File: src/rtl/disarm_sequencer.sv
// Disarm sequencer: throttle gate, then per-channel req/ack disarm
// with timeout, packed status word and one-cycle done pulse.
//
// Ports:
//   clk_i       system clock
//   rst_i       synchronous active-high reset
//   start_i     disarm request, accepted only in IDLE
//   force_i     sampled with start; skips throttle gate, rides timeouts
//   throttle_i  throttle command, unsigned
//   ch_ack_i    per-channel disarm acknowledge
//   ch_req_o    per-channel disarm request, one-hot or zero
//   busy_o      high outside IDLE
//   done_o      one-cycle completion pulse
//   result_o    {mask[15:0], fail_idx[7:0], 4'h0, status[3:0]}
module disarm_sequencer #(
  parameter int               NUM_CH         = 4,
  parameter int               THR_W          = 16,
  parameter logic [THR_W-1:0] THR_MAX        = THR_W'(200),
  parameter int               TIMEOUT_CYCLES = 1000
) (
  input  logic              clk_i,
  input  logic              rst_i,
  input  logic              start_i,
  input  logic              force_i,
  input  logic [THR_W-1:0]  throttle_i,
  input  logic [NUM_CH-1:0] ch_ack_i,
  output logic [NUM_CH-1:0] ch_req_o,
  output logic              busy_o,
  output logic              done_o,
  output logic [31:0]       result_o
);

  localparam int IW =
    (NUM_CH > 1) ? $clog2(NUM_CH) : 1;
  localparam int TW =
    (TIMEOUT_CYCLES > 1) ? $clog2(TIMEOUT_CYCLES) : 1;

  typedef enum logic [1:0] {
    IDLE,
    CHECK,
    WAIT,
    DONE
  } state_t;

  state_t            state_q;
  logic [NUM_CH-1:0] ch_req_q;
  logic              busy_q;
  logic              done_q;
  logic [31:0]       result_q;
  logic [TW-1:0]     timer_q;
  logic [IW-1:0]     idx_q;
  logic              force_q;
  logic [NUM_CH-1:0] mask_q;
  logic [7:0]        fail_q;

  logic              ack_hit;
  logic              tmo;
  logic              last;
  logic [NUM_CH-1:0] mask_d;
  logic [7:0]        fail_d;

  // ch_req_q is one-hot on idx while waiting, so it
  // selects the live ack bit and the mask bit directly.
  assign ack_hit = |(ch_ack_i & ch_req_q);
  assign tmo     = timer_q == TW'(TIMEOUT_CYCLES - 1);
  assign last    = ch_req_q[NUM_CH-1];
  assign mask_d  = ack_hit ? (mask_q | ch_req_q) : mask_q;
  // 8'hFF marks "no failure yet"; only the first timeout sticks.
  assign fail_d  = (tmo && !ack_hit && fail_q == 8'hFF)
                 ? 8'(idx_q) : fail_q;

  always_ff @(posedge clk_i) begin
    if (rst_i) begin
      state_q  <= IDLE;
      ch_req_q <= '0;
      busy_q   <= 1'b0;
      done_q   <= 1'b0;
      result_q <= '0;
      timer_q  <= '0;
      idx_q    <= '0;
      force_q  <= 1'b0;
      mask_q   <= '0;
      fail_q   <= 8'hFF;
    end else begin
      done_q <= 1'b0;
      unique case (state_q)
        IDLE: begin
          if (start_i) begin
            force_q <= force_i;
            mask_q  <= '0;
            fail_q  <= 8'hFF;
            timer_q <= '0;
            idx_q   <= '0;
            busy_q  <= 1'b1;
            state_q <= CHECK;
          end
        end
        CHECK: begin
          if (throttle_i > THR_MAX && !force_q) begin
            result_q <= {16'h0, 8'hFF, 4'h0, 4'd1};
            done_q   <= 1'b1;
            state_q  <= DONE;
          end else begin
            ch_req_q <= NUM_CH'(1);
            timer_q  <= '0;
            idx_q    <= '0;
            state_q  <= WAIT;
          end
        end
        WAIT: begin
          mask_q <= mask_d;
          fail_q <= fail_d;
          if (tmo && !ack_hit && !force_q) begin
            result_q <= {16'(mask_d), fail_d, 4'h0, 4'd2};
            ch_req_q <= '0;
            done_q   <= 1'b1;
            state_q  <= DONE;
          end else if (ack_hit || tmo) begin
            if (last) begin
              result_q <= {16'(mask_d), fail_d, 4'h0,
                           (fail_d == 8'hFF) ? 4'd0 : 4'd3};
              ch_req_q <= '0;
              done_q   <= 1'b1;
              state_q  <= DONE;
            end else begin
              ch_req_q <= ch_req_q << 1;
              idx_q    <= idx_q + IW'(1);
              timer_q  <= '0;
            end
          end else begin
            timer_q <= timer_q + TW'(1);
          end
        end
        DONE: begin
          busy_q  <= 1'b0;
          state_q <= IDLE;
        end
        default: state_q <= IDLE;
      endcase
    end
  end

  assign ch_req_o = ch_req_q;
  assign busy_o   = busy_q;
  assign done_o   = done_q;
  assign result_o = result_q;

endmodule

File: config.mk
export PLATFORM = sky130hd
export DESIGN_NAME = disarm_sequencer
export DESIGN_NICKNAME = d
export VERILOG_FILES = /design/src/rtl/disarm_sequencer.sv
export SDC_FILE = /design/constraint.sdc
export NUM_CORES = 1
export LEC_CHECK = 0
export CELL_PAD_IN_SITES_DETAIL_PLACEMENT = 0
export CELL_PAD_IN_SITES_GLOBAL_PLACEMENT = 1
export CORE_MARGIN = 2
export CORE_UTILIZATION = 38
export DETAILED_ROUTE_END_ITERATION = 10
export GPL_ROUTABILITY_DRIVEN = 0
export HOLD_SLACK_MARGIN = 0.02
export PLACE_DENSITY = 0.92
export SYNTH_ARGS = -nofsm -noshare
export SYNTH_HDL_FRONTEND = slang
export SYNTH_SLANG_ARGS = --single-unit
File: constraint.sdc
create_clock -name clk_i -period 5.4 [get_ports clk_i]
set_input_delay 1.08 -clock clk_i [delete_from_list [all_inputs] [get_ports clk_i]]
set_output_delay 1.08 -clock clk_i [all_outputs]
set_load 0.03 [all_outputs]
==> out/results.tsv, run 1 <==
stage	metric	value	unit
timing	clock skew	0.00651	ns
run_status	status	finished clean	
placed_design	Post-DP HPWL	4090	um
global_routing	vias in the first global route	2041	
power_and_ir_drop	PD cells	405	nW/um^2
timing	max-slew violation count	0	
critical_path	kind of critical path	in2reg	
drt	Detailed Route WL	5710	um
clocking	clock sinks	47	
clocking	cts hold-fix bufs	0	
timing	Highest Clock Rate	307	MHz
drt	drt drc	0	
synthesis	top cells by area, synth	dfxtp_1 39%, a21oi_1 6.1%, buf_4 6.0%, nor2_1 5.3%, o21ai_0 3.6%	
floorplanning	Starting Density	0.400	
critical_path	crit path to	result_o[19]	
timing	period utilisation layout	0.603	
clocking	CTS HTree Levels	2	
job	Max-Cap Viols	0	
drt	Routed Antenna Nets	0	
clocking	Reg clk slew, reported paths	0.09	ns
clocking	post-CTS resize count	0	
critical_path	Critical Path Stages	7	
timing	Worst Tran Pin Value	0.958	ns
critical_path	cell family with most CP delay	simple AND/OR/NAND/NOR gates	
drt	vias per cell	5.37	
clocking	clk root buf	clkbuf_8	
global_routing	global-route wire length before repair	9540	um
clocking	Num CTS Buffers	5	
synthesis	Ys Warns	0	
critical_path	crit-path max FO	14	
drt	drt wl/cell	14.1	um
floorplanning	Std-Cell Rows	28	
timing	Period minus WS final	3.25	ns
drt	overall via count from detail_route	2171	
synthesis	Post-Syn Area	2390	sq um
timing	# setup viols final	0	
critical_path	Bufs and invs on worst path	1	
power_and_ir_drop	peak supply drop	0.000200	V
critical_path	FF-to-FF setup slack	2.70	ns
synthesis	post-synth cell types	50	
timing	RSZ-0062 raised after global routing	no	
final_layout	Layout area overhead	21.3	%
global_routing	initial antenna violation count	0	
synthesis	asr flop ratio synth	0	
clocking	worst skew pair latency	0.30	ns
critical_path	max incr delay on CP	0.83	ns
min_path	HP Class	reg2reg	
floorplanning	core footprint	5990	sq um
critical_path	Critical R2R Launch	timer_q[0]	
floorplanning	Die Footprint	6950	sq um
synthesis	Synth Flop Type	dfxtp_1	
clocking	Setup Buffers After CTS	0	
synthesis	number of synthesized flops with an enable pin	0	
synthesis	most frequent cell after synthesis	dfxtp_1	
placed_design	Port Buf Inserts	43	
critical_path	CP Data Required Time	5.59	ns
floorplanning	IO Pins	62	
clocking	CTS tree	yes	
synthesis	syn_area_per_cell	8.28	sq um
floorplanning	Die Ht	83.4	um
final_layout	layout cells sized above 1	0.0456	
timing	setup TNS	0	ns
timing	Slew HR	0.359	
critical_path	data arrival time of the critical path	3.44	ns
synthesis	cell taking the most area after synthesis	dfxtp_1	
timing	final hold violations	0	
clocking	maximum clock insertion buffer count	2	
synthesis	Cells after Synth	289	
power_and_ir_drop	Leak	1.05	nW
final_layout	fin cells	404	
synthesis	FF+latch count, synth	47	
critical_path	reg2reg end	result_o[19]	
global_routing	global route total overflow	0	
drt	DRT iter0 DRCs	89	
synthesis	sequential area share after synthesis	0.393	
critical_path	Critical-path top delay cell	nor3b_2	
global_routing	largest net degree at the start of global routing	34	
final_layout	nets@finish	358	
critical_path	worst path cell trace	clkdlybuf4s50_1 -> a22oi_1 -> and2_1 -> a311oi_4 -> nor3b_2 -> mux2i_1 -> nor2_1	
global_routing	gr usage total	0.165	
critical_path	Critical Path Source Type	input pin	
floorplanning	die width	83.4	um
final_layout	ant diodes	0	
critical_path	CP endpoint kind	register	
drt	TritonRoute pass-1 iters	4	
critical_path	cells on worst reg2reg path	7	
critical_path	Worst setup startpoint	ch_ack_i[1]	
synthesis	top-area cell type share of the netlist area	0.393	
placed_design	dpl cells	397	
synthesis	most common library cells after synthesis	47 x dfxtp_1, 34 x nor2_1, 29 x a21oi_1	
final_layout	Fillers	588	
[logic make-up after synthesis]
logic type | count (synthesis) | share of synthesized area
compound gates | 78 | 0.220
xor+xnor | 2 | 0.00732
fa+ha+maj | 5 | 0.0261
buf+inv | 40 | 0.0993
flops | 47 | 0.393
mux | 4 | 0.0167
other cells | 1 | 0.00157
simple gates | 112 | 0.236
[worst min path at each step]
stage	start	end	slack, ns	cells after the start
floorplan	timer_q[9]	timer_q[9]	0.45	2
global placement	result_o[1]	result_o[1]	0.47	2
detailed placement	force_q	force_q	0.48	2
CTS	force_q	force_q	0.49	2
global route	result_o[1]	result_o[1]	0.52	2
finish	timer_q[9]	timer_q[9]	0.50	2
[power breakdown]
group	internal [W]	switching, W
sequential	0.000392	0.0000321
clock	0.000135	0.000121
combinational	0.000182	0.000313
total	0.000710	0.000466
[per-stage QoR]
stage          instance area (sq um)  worst slack [ns]   util  total power, W  hold WS, ns
2_1_floorplan                   2460              2.88      -        0.000786        0.454
3_3_place_gp                    2800              1.92  0.467        0.000917        0.466
3_5_place_dp                    2800              1.85  0.467        0.000923        0.478
4_1_cts                         2900              2.17  0.485         0.00118        0.494
5_1_grt                         2900              1.87  0.485         0.00125        0.520
6_report                        2900              2.15  0.485         0.00118        0.496
[cells in the final DEF (no fill, tap or decap), types with 2 or more instances in the layout]
cell             count
nand3_1             15
a22oi_1              2
xor2_1               2
inv_1               12
dfxtp_1             47
nand4_1              5
o22a_1               3
nand2b_1             2
or3_1                4
o2111ai_1            3
nor2b_1              3
a211oi_1             4
and2_1               3
nor4_1               2
nor2_1              34
conb_1              18
o21ai_0             17
a21oi_1             29
a22o_1               2
mux2i_1              4
clkdlybuf4s50_1     43
and3_1               6
ha_1                 5
o211ai_1             4
a31oi_1              2
nand2_1             15
nor3b_1              2
o21ai_2              2
nor3_1              14
clkbuf_8             5
[area by class of cell]
cell class	instances	area [sq um]	share of cell area
flip-flops and latches	47	941	0.324
clock buffers	5	68.8	0.0237
well taps	75	93.8	0.0323
repair buffers	44	438	0.151
inverters	12	45.0	0.0155
clock inverters	2	37.5	0.0129
multi-input cells	219	1280	0.441
[registers in the layout (all words and copies together), names as in the netlist]
name and cells:
busy_o 1, idx_q 2, ch_req_o 4, mask_q 4, force_q 1, timer_q 10, fail_q 8, done_o 1
result_o 14, state_q 2
[tightest hold or removal path: cells and delay by family (launching register included)]
| kind | cells | cell delay, ns |
|---|---|---|
| compound gates | 2 | 0.13 |
| flops | 1 | 0.32 |
[per-layer routing]
metal	routed length, um	up-vias	global-route usage	part of all wire
met5	0	-	0	0
met4	120	0	0.0730	0.021
met3	363	9	0.0417	0.064
met2	2510	89	0.251	0.44
met1	2720	984	0.221	0.48
li1	-	1089	-	-
(Power assumes the default switching activity.)
==> run 2, diff against run 1 <==
--- a/config.mk
+++ b/config.mk
@@ -8,11 +8,11 @@
 export CELL_PAD_IN_SITES_DETAIL_PLACEMENT = 0
 export CELL_PAD_IN_SITES_GLOBAL_PLACEMENT = 1
 export CORE_MARGIN = 2
-export CORE_UTILIZATION = 38
+export CORE_UTILIZATION = 35
 export DETAILED_ROUTE_END_ITERATION = 10
 export GPL_ROUTABILITY_DRIVEN = 0
 export HOLD_SLACK_MARGIN = 0.02
-export PLACE_DENSITY = 0.92
+export PLACE_DENSITY = 0.87
 export SYNTH_ARGS = -nofsm -noshare
 export SYNTH_HDL_FRONTEND = slang
 export SYNTH_SLANG_ARGS = --single-unit
==> constraint.sdc (replaced) <==
create_clock -name clk_i -period 3.4 [get_ports clk_i]
set_input_delay 0.68 -clock clk_i [delete_from_list [all_inputs] [get_ports clk_i]]
set_output_delay 0.68 -clock clk_i [all_outputs]
set_load 0.03 [all_outputs]
==> out/results.tsv, run 2 (same netlist as run 1, synthesis figures left out) <==
stage	metric	value	unit
run_status	status	finished clean	
floorplanning	Die Footprint	7520	sq um
final_layout	Finished Cell Area	2920	sq um
floorplanning	die width	86.7	um
clocking	CTS tree	yes	
clocking	CTS HTree Levels	2	
critical_path	reg2reg end	result_o[18]	
clocking	Setup Buffers After CTS	0	
critical_path	CP Data Required Time	3.66	ns
placed_design	worst slack, placed	0.522	ns
drt	vias per cell	5.32	
placed_design	Post-DP Area	2820	sq um
timing	period utilisation layout	0.754	
timing	max-slew violation count	0	
timing	Final WS setup	0.835	ns
min_path	min-delay src	result_o[1]	
drt	Routed Antenna Nets	0	
floorplanning	Std-Cell Rows	30	
timing	setup TNS	0	ns
drt	DRT iter0 DRCs	117	
power_and_ir_drop	PD cells	630	nW/um^2
placed_design	Post-DP HPWL	4160	um
global_routing	gr usage total	0.160	
critical_path	CP endpoint kind	register	
final_layout	nets@finish	360	
clocking	Reg clk slew, reported paths	0.10	ns
critical_path	FF-to-FF setup slack	0.95	ns
timing	final hold violations	0	
global_routing	initial antenna violation count	0	
drt	drt wl/cell	13.9	um
critical_path	Critical R2R Launch	timer_q[0]	
critical_path	kind of critical path	in2reg	
power_and_ir_drop	peak supply drop	0.000235	V
critical_path	data arrival time of the critical path	2.82	ns
placed_design	Port Buf Inserts	43	
global_routing	global-route wire length before repair	9580	um
job	Max-Cap Viols	0	
final_layout	Reg area	941	sq um
clocking	clock sinks	47	
drt	overall via count from detail_route	2192	
drt	TritonRoute pass-1 iters	4	
floorplanning	Starting Density	0.356	
floorplanning	Die Ht	86.7	um
drt	drt drc	0	
min_path	Hold Path End	result_o[1]	
clocking	clk root buf	clkbuf_8	
clocking	Num CTS Buffers	5	
final_layout	commonest non-fill, non-tap cells in the layout	47 x dfxtp_1, 43 x clkdlybuf4s50_1, 34 x nor2_1, 29 x a21oi_1, 18 x conb_1	
critical_path	Critical Path Source Type	input pin	
clocking	maximum clock insertion buffer count	2	
final_layout	Fillers	683	
final_layout	Layout area overhead	21.9	%
timing	Worst Tran Pin Value	0.593	ns
min_path	hold path depth	2	
final_layout	max FFs per register	14	
final_layout	area occupied by multi-input gates	1280	sq um
timing	# setup viols final	0	
critical_path	crit-path max FO	10	
global_routing	vias in the first global route	2087	
timing	Slew HR	0.600	
clocking	worst skew pair latency	0.31	ns
power_and_ir_drop	Leak	1.06	nW
final_layout	ant diodes	0	
floorplanning	core footprint	6720	sq um
floorplanning	IO Pins	62	
drt	Detailed Route WL	5730	um
final_layout	layout cells sized above 1	0.0542	
clocking	cts hold-fix bufs	0	
timing	Period minus WS final	2.56	ns
critical_path	cells on worst reg2reg path	7	
timing	Highest Clock Rate	390	MHz
global_routing	largest net degree at the start of global routing	33	
global_routing	global route total overflow	0	
min_path	HP Class	reg2reg	
timing	clock skew	0.0114	ns
timing	RSZ-0062 raised after global routing	no	
final_layout	most common cell after layout, fill and taps aside	dfxtp_1	
clocking	post-CTS resize count	0	
[run 2: worst max path at each step]
stage	start	to	slack [ns]
finish	ch_ack_i[0]	result_o[18]	0.84
global route	ch_ack_i[0]	state_q[0]	0.63
CTS	ch_ack_i[0]	result_o[18]	0.84
detailed placement	ch_ack_i[0]	result_o[18]	0.52
global placement	ch_ack_i[0]	result_o[18]	0.59
floorplan	throttle_i[15]	timer_q[2]	1.28
[run 2: power by group]
group          total (W)  switching [W]  internal (W)
Clock           0.000366       0.000200      0.000166
Combinational   0.000797       0.000493      0.000303
Sequential      0.000673      0.0000503      0.000623
[run 2: layer usage]
metal,track usage,wire length [um]
met5,0,0
met4,0.0753,125
met3,0.0343,391
met2,0.246,2520
met1,0.213,2690
[run 2: metrics by stage]
stage                     utilization  instances  total power (W)  hold slack [ns]
after floorplan                     -        306          0.00125            0.454
after global placement          0.419        404          0.00148            0.458
after detailed placement        0.419        404          0.00149            0.467
after CTS                       0.434        412          0.00185            0.481
after global routing            0.434        412          0.00196            0.502
final                           0.434        412          0.00184            0.479
[run 2: area by class of cell]
cell class / count / area share
clock buffers: 6 / 0.0283
inverters: 12 / 0.0154
flip-flops and latches: 47 / 0.323
well taps: 80 / 0.0343
repair buffers: 46 / 0.155
multi-input cells: 219 / 0.438
clock inverters: 2 / 0.00558
[run 2: worst max-delay path, stage by stage]
cell and delay, ns:
clkdlybuf4s50_1 0.40, a22oi_1 0.21, and2_1 0.40, a311oi_4 0.21, or3_1 0.57, o22a_1 0.27
nor2_1 0.08
==> run 3, diff against run 2 <==
==> constraint.sdc (replaced) <==
create_clock -name clk_i -period 2.6 [get_ports clk_i]
set_input_delay 0.52 -clock clk_i [delete_from_list [all_inputs] [get_ports clk_i]]
set_output_delay 0.52 -clock clk_i [all_outputs]
set_load 0.03 [all_outputs]
==> out/results.tsv, run 3 (same netlist as run 1, synthesis figures left out) <==
stage	metric	value	unit
run_status	status	finished clean	
final_layout	most common cell after layout, fill and taps aside	dfxtp_1	
power_and_ir_drop	Flop pwr share	0.336	
drt	TritonRoute pass-1 iters	4	
timing	Highest Clock Rate	421	MHz
clocking	CTS HTree Levels	2	
critical_path	worst path cell trace	clkdlybuf4s50_1 -> nor4_1 -> a31oi_1 -> o21ai_2 -> buf_4 -> and3_1 -> nand2_1 -> a32o_1	
min_path	min-delay src	result_o[1]	
clocking	worst skew pair latency	0.31	ns
critical_path	crit-path max FO	7	
critical_path	Critical-path top delay cell	clkdlybuf4s50_1	
clocking	CTS tree	yes	
timing	period utilisation layout	0.915	
power_and_ir_drop	sw power	0.00102	W
clocking	Setup Buffers After CTS	0	
clocking	Reg clk slew, reported paths	0.09	ns
timing	clock skew	0.00887	ns
placed_design	dpl cells	422	
critical_path	data arrival time of the critical path	2.58	ns
timing	max-slew violation count	0	
global_routing	initial antenna violation count	0	
power_and_ir_drop	Int Pwr	0.00159	W
critical_path	Worst setup startpoint	throttle_i[11]	
drt	drt wl/cell	13.7	um
timing	Hold WS	0.473	ns
drt	Metal-1 WL	2840	um
power_and_ir_drop	PD cells	849	nW/um^2
timing	setup TNS	0	ns
floorplanning	die width	86.7	um
critical_path	max incr delay on CP	0.40	ns
placed_design	Port Buf Inserts	43	
critical_path	CP Data Required Time	2.81	ns
power_and_ir_drop	peak supply drop	0.000326	V
final_layout	Finished Core Util	0.457	
power_and_ir_drop	Comb power frac	0.450	
placed_design	worst slack, placed	-0.0611	ns
final_layout	max FFs per register	14	
drt	drt drc	0	
global_routing	largest net degree at the start of global routing	26	
drt	DRT iter0 DRCs	207	
placed_design	Post-DP HPWL	4370	um
final_layout	commonest non-fill, non-tap cells in the layout	47 x dfxtp_1, 43 x clkdlybuf4s50_1, 34 x nor2_1, 29 x a21oi_1, 21 x buf_4	
clocking	post-CTS resize count	0	
min_path	HP Class	reg2reg	
timing	# setup viols final	0	
timing	Final WS setup	0.222	ns
global_routing	global-route wire length before repair	9610	um
timing	Period minus WS final	2.38	ns
clocking	Num CTS Buffers	5	
timing	final hold violations	0	
floorplanning	core footprint	6720	sq um
drt	Detailed Route WL	5890	um
drt	overall via count from detail_route	2265	
drt	DR WL met2	2530	um
clocking	maximum clock insertion buffer count	2	
critical_path	CP endpoint kind	register	
floorplanning	IO Pins	62	
drt	met3 wire len	389	um
floorplanning	Die Footprint	7520	sq um
clocking	cts hold-fix bufs	0	
global_routing	gr usage total	0.162	
critical_path	kind of critical path	in2reg	
critical_path	Critical Path Source Type	input pin	
job	Max-Cap Viols	0	
final_layout	Layout area overhead	28.2	%
power_and_ir_drop	clock power share	0.214	
final_layout	fin cells	430	
power_and_ir_drop	Leak	1.15	nW
clocking	clk root buf	clkbuf_8	
drt	vias per cell	5.27	
critical_path	Critical R2R Launch	timer_q[0]	
final_layout	nets@finish	378	
global_routing	vias in the first global route	2046	
clocking	clock sinks	47	
floorplanning	Std-Cell Rows	30	
floorplanning	Die Ht	86.7	um
power_and_ir_drop	sw frac	0.391	
timing	RSZ-0062 raised after global routing	no	
drt	Max Used Layer	met4	
final_layout	ant diodes	0	
drt	Routed Antenna Nets	0	
final_layout	Fillers	646	
global_routing	global route total overflow	0	
final_layout	layout cells sized above 1	0.103	
floorplanning	Starting Density	0.356	
## run 3: cell types whose count changed in the layout (fill, tap and decap cells not counted), sizes merged
cell | before | now
clkbuf | 6 | 5
bufinv | 0 | 1
buf | 3 | 21
inv | 12 | 13
clkinvlp | 1 | 0
## run 3: layout make-up
cell class              count  area, sq um  area share
multi-input cells         219         1280       0.417
flip-flops and latches     47          941       0.307
well taps                  80          100      0.0326
clock inverters             3         47.5      0.0155
clock buffers               5         68.8      0.0224
inverters                  12         45.0      0.0147
repair buffers             64          588       0.192
## run 3: worst paths after layout
kind,to,slack [ns],cells after the start
setup / recovery,timer_q[1],0.22,8
hold / removal,result_o[1],0.47,2
hold reg to reg,result_o[1],0.47,2
setup reg to reg,result_o[18],0.26,7
## run 3: metrics by stage
step                area [sq um]  power (W)
global placement            2950    0.00204
global route                3070    0.00276
finish                      3070    0.00261
detailed placement          2950    0.00205
CTS                         3070    0.00262
floorplan                   2460    0.00163
## run 3: critical path, delay by kind of cell
kind	cells	cell delay, ns
and+or+nand+nor	3	0.67
buffers and inverters	2	0.59
AOI/OAI and AO/OA	3	0.80
## run 3: power by group through the flow
stage	clock network, W	logic [W]	registers, W
CTS	0.000572	0.00117	0.000875
finish	0.000558	0.00117	0.000875
global route	0.000600	0.00127	0.000888
detailed placement	0	0.00116	0.000891
floorplan	0	0.000595	0.00104
global placement	0	0.00115	0.000888
## run 3: metal layers
layer  up-vias  track usage
li1       1129            -
met1      1025        0.222
met2        96        0.248
met3        15       0.0324
met4         0       0.0696
met5         -            0
